$ cat config.mk
export PLATFORM = sky130hd
export DESIGN_NAME = mux_operand_feeder
export DESIGN_NICKNAME = d
export VERILOG_FILES = /design/src/rtl/mux_pkg.sv /design/src/rtl/mux_operand_feeder_hold_slot.sv /design/src/rtl/mux_operand_feeder.sv
export SDC_FILE = /design/constraint.sdc
export NUM_CORES = 1
export LEC_CHECK = 0
export CAP_MARGIN = 20
export CORE_AREA = 2 2 42 44
export CTS_CLUSTER_DIAMETER = 200
export CTS_CLUSTER_SIZE = 40
export DETAILED_ROUTE_END_ITERATION = 12
export DIE_AREA = 0 0 44 46
export PLACE_DENSITY_LB_ADDON = 0.2
export SYNTH_ARGS = -nofsm -noshare
export SYNTH_HDL_FRONTEND = slang
export SYNTH_SLANG_ARGS = --single-unit
$ cat constraint.sdc
create_clock -name clk -period 1.35 [get_ports clk]
set_input_delay 0.2025 -clock clk [delete_from_list [all_inputs] [get_ports clk]]
set_output_delay 0.2025 -clock clk [all_outputs]
set_load 0.005 [all_outputs]
$ cat src/rtl/mux_pkg.sv
// mux_pkg: types and constants shared by the mux operand feeder.
//   sel_e         - mux select encoding (SEL_X picks x, SEL_Y picks y)
//   MUX_W_DEFAULT - default operand width, matches the downstream mux
//   GRANT_CNT_W   - width of the optional per-channel grant counters
package mux_pkg;

    typedef enum logic {
        SEL_X = 1'b0,
        SEL_Y = 1'b1
    } sel_e;

    localparam int MUX_W_DEFAULT = 4;
    localparam int GRANT_CNT_W   = 8;

endpackage : mux_pkg

$ cat src/rtl/mux_operand_feeder_hold_slot.sv
// hold_slot: one-entry valid/ready holding register.
//   clk, rst_n  - clock, asynchronous active-low reset
//   in_valid    - producer offers in_data
//   in_data     - operand to capture
//   in_ready    - slot can take an operand this cycle
//   clear       - the held operand is consumed this cycle
//   full        - slot holds an unconsumed operand
//   data        - held operand; keeps its last value once emptied
// A consume and a capture in the same cycle keep the slot full with the
// new operand, so one operand per cycle can stream through.
module hold_slot
    import mux_pkg::*;
#(
    parameter int n = MUX_W_DEFAULT
) (
    input  logic         clk,
    input  logic         rst_n,
    input  logic         in_valid,
    input  logic [n-1:0] in_data,
    output logic         in_ready,
    input  logic         clear,
    output logic         full,
    output logic [n-1:0] data
);

    logic         full_q, full_d;
    logic [n-1:0] data_q, data_d;
    logic         accept;

    assign in_ready = ~full_q | clear;
    assign accept   = in_valid & in_ready;

    always_comb begin
        full_d = full_q;
        data_d = data_q;
        if (accept) begin
            full_d = 1'b1;
            data_d = in_data;
        end else if (clear) begin
            full_d = 1'b0;
        end
    end

    always_ff @(posedge clk or negedge rst_n) begin
        if (!rst_n) begin
            full_q <= 1'b0;
            data_q <= '0;
        end else begin
            full_q <= full_d;
            data_q <= data_d;
        end
    end

    assign full = full_q;
    assign data = data_q;

endmodule : hold_slot

$ cat src/rtl/mux_operand_feeder.sv
// mux_operand_feeder: buffers operands from two valid/ready producers (A, B)
// into one slot each and drives a 2:1 mux (x, y, s) so that z carries one
// buffered operand per out_valid/out_ready handshake. Round-robin between
// A and B when both slots are full.
//   clk, rst_n          - clock, asynchronous active-low reset
//   a_valid/a_data/a_ready - producer A
//   b_valid/b_data/b_ready - producer B
//   x, y                - slot A / slot B registers, to mux x / y
//   s                   - mux select (0 = x, 1 = y)
//   out_valid/out_ready - downstream handshake on z
// Optional (macro MUX_FEEDER_GRANT_CNT_EN):
//   grant_cnt_a/b       - saturating counts of takes from A / B
module mux_operand_feeder
    import mux_pkg::*;
#(
    parameter int n = MUX_W_DEFAULT
) (
    input  logic         clk,
    input  logic         rst_n,
    input  logic         a_valid,
    input  logic [n-1:0] a_data,
    output logic         a_ready,
    input  logic         b_valid,
    input  logic [n-1:0] b_data,
    output logic         b_ready,
    output logic [n-1:0] x,
    output logic [n-1:0] y,
    output logic         s,
`ifdef MUX_FEEDER_GRANT_CNT_EN
    output logic [GRANT_CNT_W-1:0] grant_cnt_a,
    output logic [GRANT_CNT_W-1:0] grant_cnt_b,
`endif
    output logic         out_valid,
    input  logic         out_ready
);

    logic full_a, full_b;
    logic take;
    logic clear_a, clear_b;
    sel_e sel;
    sel_e last_s_q, last_s_d;

    // Select depends on state only, so it cannot flicker with out_ready.
    always_comb begin
        sel = SEL_X;
        if (full_a && full_b) begin
            sel = (last_s_q == SEL_X) ? SEL_Y : SEL_X;
        end else if (full_b) begin
            sel = SEL_Y;
        end
    end

    assign out_valid = full_a | full_b;
    assign take      = out_valid & out_ready;
    assign clear_a   = take & (sel == SEL_X);
    assign clear_b   = take & (sel == SEL_Y);
    assign s         = sel;

    always_comb begin
        last_s_d = last_s_q;
        if (take) last_s_d = sel;
    end

    // Resetting to SEL_Y makes the first contended grant go to A.
    always_ff @(posedge clk or negedge rst_n) begin
        if (!rst_n) last_s_q <= SEL_Y;
        else        last_s_q <= last_s_d;
    end

    hold_slot #(.n(n)) u_slot_a (
        .clk      (clk),
        .rst_n    (rst_n),
        .in_valid (a_valid),
        .in_data  (a_data),
        .in_ready (a_ready),
        .clear    (clear_a),
        .full     (full_a),
        .data     (x)
    );

    hold_slot #(.n(n)) u_slot_b (
        .clk      (clk),
        .rst_n    (rst_n),
        .in_valid (b_valid),
        .in_data  (b_data),
        .in_ready (b_ready),
        .clear    (clear_b),
        .full     (full_b),
        .data     (y)
    );

`ifdef MUX_FEEDER_GRANT_CNT_EN
    logic [GRANT_CNT_W-1:0] cnt_a_q, cnt_a_d;
    logic [GRANT_CNT_W-1:0] cnt_b_q, cnt_b_d;

    always_comb begin
        cnt_a_d = cnt_a_q;
        cnt_b_d = cnt_b_q;
        if (clear_a && (cnt_a_q != '1)) cnt_a_d = cnt_a_q + 1'b1;
        if (clear_b && (cnt_b_q != '1)) cnt_b_d = cnt_b_q + 1'b1;
    end

    always_ff @(posedge clk or negedge rst_n) begin
        if (!rst_n) begin
            cnt_a_q <= '0;
            cnt_b_q <= '0;
        end else begin
            cnt_a_q <= cnt_a_d;
            cnt_b_q <= cnt_b_d;
        end
    end

    assign grant_cnt_a = cnt_a_q;
    assign grant_cnt_b = cnt_b_q;
`endif

endmodule : mux_operand_feeder

==> metrics, run 1 <==
critical path class=reg -> reg; Post-Place Cells=84; cell area power density=1560 nW/um2; Clock Sinks=11; MaxCap Viol Count=0; Vias=410; nets=90; syn_area_per_cell=14.1 um2; critical path fanouts, max=4; R2R Setup Slk=-160 ps; Setup Skew=1.59 ps; Worst-Skew Late Latency=250 ps; Initial Util=30.5%; worst slack at placement=-378 ps; DP Wirelength=781 um; critical path required time=1490 ps; share of layout cells above drive strength 1=51.3%; DRC viols=0; #FFs+latches synth=11; final std cells w/o fill=93; synth warn=0; Mapped Nets=48; post-route ant nets=0; setup violators final=11; post-place instance area=815 um2; synthesized instance count=35; Rows=15; Routed wire per std cell=11.3 um; vias in the first global route=377; VDD IR max=0.765 mV; worst-margin pin slew=258 ps; first-pass GRT wire length=1610 um; Overall Global Routing Usage=11.0%; Synth cell types=16; area grow syn2layout=88.6%; P_leak=0.000436 uW; 1st-pass router iterations=1; Fin. Hold Viols=0; die width=44 um; CTS root buf=clkbuf_4; Layout fillers=146; failing checks=setup timing; number of CTS-inserted buffers=3; initial antenna violation count=0; CP startpoint=last_s_q; Tcrit/Tclk final=112%; clk buf depth=2; Slew HR=82.8%; routed wire length=1060 um; routed vias/inst=4.41; sequential fraction of the synthesis area=56.1%; final instance area=930 um2; total I/O pin count=25; H-tree depth reported by CTS=1; r2r worst-path depth=4; crit path time final=1510 ps; Final WS setup=-159 ps; die area=2020 um2; IO buf count=24; starting DRC count in detailed routing=0; RSZ-0062 raised after global routing=yes; Worst Path Arrival=1650 ps; Congestion Overflow GR=0; status=finished, violations left; setup TNS=-1280 ps; antenna diode count=0; HP Class=in -> async; R2R Path End=u_slot_a.data[0]; RR Startpoint=last_s_q; total core area=1610 um2; Util after Layout=57.6%; die height=46 um; kind of end point of the critical path=flop; TritonCTS clock tree=yes; Routability Congestion=0.704; Reg clk slew, reported paths=70 ps; Syn Std Cell Area=493 um2; Startpoint Class=flop; Final Max Slew Viols=0; f_max=0.663 GHz; largest net degree at the start of global routing=12
[state kept, by name (all words and copies together), names as in the netlist]
name	count
u_slot_b.data	4
u_slot_a.full	1
u_slot_b.full	1
u_slot_a.data	4
last_s_q	1
[logic make-up after synthesis]
logic type | share of synthesized area (%)
flops | 56.1
mux | 18.3
simple gates | 10.4
compound gates | 13.7
buf+inv | 1.52
[what timing repair did]
| action | 4_1_cts | 5_1_grt |
|---|---|---|
| hold buffers | 0 | 0 |
| buffers inserted | 3 | 2 |
| pin swaps | 4 | 1 |
| resized for setup | 32 | 4 |
| endpoints found under the setup margin | 12 | 15 |
[per-layer routing]
metal  vias to the layer above  GRT usage (%)  share of wire [%]
li1                        203              -                  -
met1                       196           14.5                 43
met2                        11           17.9                 51
met3                         0           3.57                5.8
met4                         0           1.82                  0
met5                         -              0                  0
[through the flow]
stage / total power [uW] / hold slack (ps)
after floorplan: 727 / -93.1
after global placement: 1100 / 491
after detailed placement: 1110 / 496
after CTS: 1440 / 246
after global routing: 1550 / 243
final: 1450 / 243
[area by class of cell]
type / instances / area (um2) / area share, %
Inverter: 2 / 7.51 / 0.808
Sequential cell: 11 / 278 / 29.9
Timing Repair Buffer: 37 / 357 / 38.4
Multi-Input combinational cell: 22 / 240 / 25.8
Clock buffer: 4 / 26.3 / 2.83
Tap cell: 17 / 21.3 / 2.29
[synth_stat cells]
master / number / area (um2)
nand2_2: 1 / 6.26
and2_2: 1 / 7.51
dfstp_2: 1 / 26.3
o21ai_0: 1 / 5.00
and2b_2: 2 / 17.5
a31oi_4: 1 / 21.3
nand2b_1: 1 / 6.26
a21oi_1: 1 / 5.00
a31oi_1: 1 / 6.26
dfrtp_1: 10 / 250
or2_2: 1 / 6.26
a21bo_2: 1 / 10.0
o22ai_4: 1 / 20.0
nand2_1: 2 / 7.51
inv_1: 2 / 7.51
mux2_2: 8 / 90.1
[worst max path at each step]
| stage | end | slack, ps | cells past startpoint |
|---|---|---|---|
| global placement | a_ready | -350 | 4 |
| global route | u_slot_a.data[2] | -210 | 4 |
| detailed placement | a_ready | -380 | 4 |
| CTS | u_slot_a.data[0] | -170 | 4 |
| finish | u_slot_a.data[0] | -160 | 4 |
| floorplan | u_slot_a.data[0] | -10 | 3 |
[worst max-delay path, cell delays in order, from the launching register on]
cell and delay (ps):
dfstp_2 530, and2b_2 230, buf_6 120, o22ai_4 160, mux2_2 360
[power breakdown]
group          switching [uW]  leakage [uW]  total (uW)  internal, uW
clock network            97.8     0.0000150         212           114
registers                60.8      0.000123         509           448
logic                     214      0.000298         733           519
[cells in the final DEF (no fill, tap or decap)]
| cell type | Yosys | layout |
|---|---|---|
| clkdlybuf4s50_1 | 0 | 18 |
| buf_4 | 0 | 9 |
| dfrtp_1 | 10 | 9 |
| buf_6 | 0 | 7 |
| mux2_4 | 0 | 5 |
| mux2_2 | 8 | 3 |
| clkbuf_4 | 0 | 3 |
| inv_1 | 2 | 2 |
| and2b_2 | 2 | 2 |
| nand2_1 | 2 | 2 |
| dlymetal6s2s_1 | 0 | 2 |
| nand2_4 | 0 | 1 |
| and2_4 | 0 | 1 |
| o21ai_2 | 0 | 1 |
| a21bo_2 | 1 | 1 |
| or2_4 | 0 | 1 |
| a31oi_4 | 1 | 1 |
| o22ai_4 | 1 | 1 |
| a21oi_1 | 1 | 1 |
| a31oi_1 | 1 | 1 |
| nand2b_1 | 1 | 1 |
| clkbuf_1 | 0 | 1 |
| dfstp_2 | 1 | 1 |
| buf_2 | 0 | 1 |
| dfrtp_2 | 0 | 1 |
No activity file was read; power rests on OpenSTA's default activity.
==> inputs of run 2 (changes only) <==
--- a/config.mk
+++ b/config.mk
@@ -6,11 +6,11 @@
 export NUM_CORES = 1
 export LEC_CHECK = 0
 export CAP_MARGIN = 20
-export CORE_AREA = 2 2 42 44
+export CORE_AREA = 2 2 40 42
 export CTS_CLUSTER_DIAMETER = 200
 export CTS_CLUSTER_SIZE = 40
 export DETAILED_ROUTE_END_ITERATION = 12
-export DIE_AREA = 0 0 44 46
+export DIE_AREA = 0 0 42 44
 export PLACE_DENSITY_LB_ADDON = 0.2
 export SYNTH_ARGS = -nofsm -noshare
 export SYNTH_HDL_FRONTEND = slang
==> constraint.sdc (replaced) <==
create_clock -name clk -period 1.5 [get_ports clk]
set_input_delay 0.225 -clock clk [delete_from_list [all_inputs] [get_ports clk]]
set_output_delay 0.225 -clock clk [all_outputs]
set_load 0.005 [all_outputs]
==> run 2 against run 1 <==
Compared with the run above: the run still ends with setup timing left; via count grew 7.1%; routed wire length up 14%; clock power is 7% lower; cell count is 2.2% higher; clock skew is 3.3 ps higher; sequential share of layout area barely moved; design area is 0.13% higher; critical endpoint is now u_slot_a.data[1]; critical path type unchanged.
==> metrics, run 2 (same netlist as run 1, synthesis figures left out) <==
die area=1850 um2; Worst-Skew Late Latency=270 ps; failing checks=setup timing; Tcrit/Tclk final=104%; Vias=439; clk buf depth=2; DRC viols=0; setup violators final=6; Routed wire per std cell=12.6 um; Reg clk slew, reported paths=70 ps; Pint=992 uW; nets=93; largest net degree at the start of global routing=12; r2r worst-path depth=4; status=finished, violations left; Startpoint Class=flop; cell area power density=1450 nW/um2; worst slack at placement=-227 ps; clock power share=14.6%; MaxCap Viol Count=0; Initial Util=34.7%; P_sw=357 uW; die height=44 um; 1st-pass router iterations=4; Routability Congestion=0.683; IO buf count=24; sequential fraction of design power=34.7%; Rows=14; routed vias/inst=4.62; cts hold-fix bufs=0; share of layout cells above drive strength 1=53.2%; Logic pwr share=50.7%; TritonCTS clock tree=yes; critical path fanouts, max=4; commonest non-fill, non-tap cells in the layout=clkdlybuf4s50_1, buf_4, dfrtp_1; H-tree depth reported by CTS=1; DP Wirelength=790 um; critical path required time=1650 ps; CTS root buf=clkbuf_4; Sw Share=26.5%; crit path time final=1560 ps; post-place instance area=821 um2; f_max=0.641 GHz; Congestion Overflow GR=0; kind of end point of the critical path=flop; Clock Sinks=11; starting DRC count in detailed routing=3; Overall Global Routing Usage=13.4%; HP Class=in -> async; die width=42 um; R2R Path End=u_slot_a.data[1]; area grow syn2layout=88.8%; total I/O pin count=25; final instance area=931 um2; most common cell after layout, fill and taps aside=clkdlybuf4s50_1; Setup Skew=4.91 ps; routed wire length=1200 um; VDD IR max=0.874 mV; Worst Path Arrival=1710 ps; RSZ-0062 raised after global routing=yes; Final Max Slew Viols=0; post-route ant nets=0; total core area=1420 um2; initial antenna violation count=0; worst-margin pin slew=463 ps; Final WS setup=-59.9 ps; Slew HR=69.0%; setup TNS=-224 ps; WHS=274 ps; vias in the first global route=448; antenna diode count=0; P_leak=0.000434 uW; RR Startpoint=last_s_q; critical path class=reg -> reg; first-pass GRT wire length=1790 um; R2R Setup Slk=-60 ps; number of CTS-inserted buffers=3; Fin. Hold Viols=0
## run 2: changes by cell type in the layout (fill, tap and decap cells not counted), sizes merged
cell / delta
clkdlybuf4s50: +2
buf: +2
clkbuf: +1
dlymetal6s2s: -2
## run 2: through the flow
step / power (uW) / util, % / cells
after floorplan: 655 / - / 35
after global placement: 999 / 57.8 / 84
after detailed placement: 1010 / 57.8 / 84
after CTS: 1260 / 61.9 / 92
after global routing: 1430 / 65.6 / 95
final: 1350 / 65.6 / 95
## run 2: worst max path at each step
stage	slack (ps)	end	start
4_1_cts	-40	a_ready	last_s_q
2_1_floorplan	110	u_slot_a.data[0]	last_s_q
6_report	-60	u_slot_a.data[1]	last_s_q
5_1_grt	-110	u_slot_a.data[1]	last_s_q
3_5_place_dp	-230	a_ready	out_ready
3_3_place_gp	-180	a_ready	out_ready
## run 2: critical path, stage by stage (launching register included)
cell and delay, ps:
dfstp_2 530, and2b_2 230, buf_6 120, o22ai_4 220, mux2_4 340
## run 2: layer usage
metal	part of all wire [%]	up-vias	track usage [%]	wire length (um)
met5	0	-	0	0
met4	1.8	0	7.74	22
met3	6.0	3	1.67	72
met2	53	15	26.3	629
met1	40	209	13.6	474
li1	-	212	-	-
## run 2: area by class of cell
class / instances / area [um2]
multi-input combinational: 22 / 248
fill: 108 / 488
sequential: 11 / 278
timing repair buffer: 40 / 352
inverter: 2 / 7.51
clock buffer: 4 / 26.3
tap: 16 / 20.0
## run 2: power groups by stage
stage	clock network, uW	logic (uW)	registers, uW
2_1_floorplan	0	184	471
3_3_place_gp	0	541	458
3_5_place_dp	0	545	463
4_1_cts	207	588	462
5_1_grt	218	731	480
6_report	197	683	468
## run 2: what timing repair did
item | in CTS | in global routing
gates resized for setup | 20 | 10
gates cloned | 0 | 0
buffers inserted | 4 | 3
pin swaps | 4 | 4
setup endpoints to repair | 12 | 12
==> inputs of run 3 (changes only) <==
--- a/config.mk
+++ b/config.mk
@@ -11,6 +11,7 @@
 export CTS_CLUSTER_SIZE = 40
 export DETAILED_ROUTE_END_ITERATION = 12
 export DIE_AREA = 0 0 42 44
+export GPL_TIMING_DRIVEN = 1
 export PLACE_DENSITY_LB_ADDON = 0.2
 export SYNTH_ARGS = -nofsm -noshare
 export SYNTH_HDL_FRONTEND = slang
==> results of run 3 <==
Final layout, timing and power as in run 2 (identical DEF).
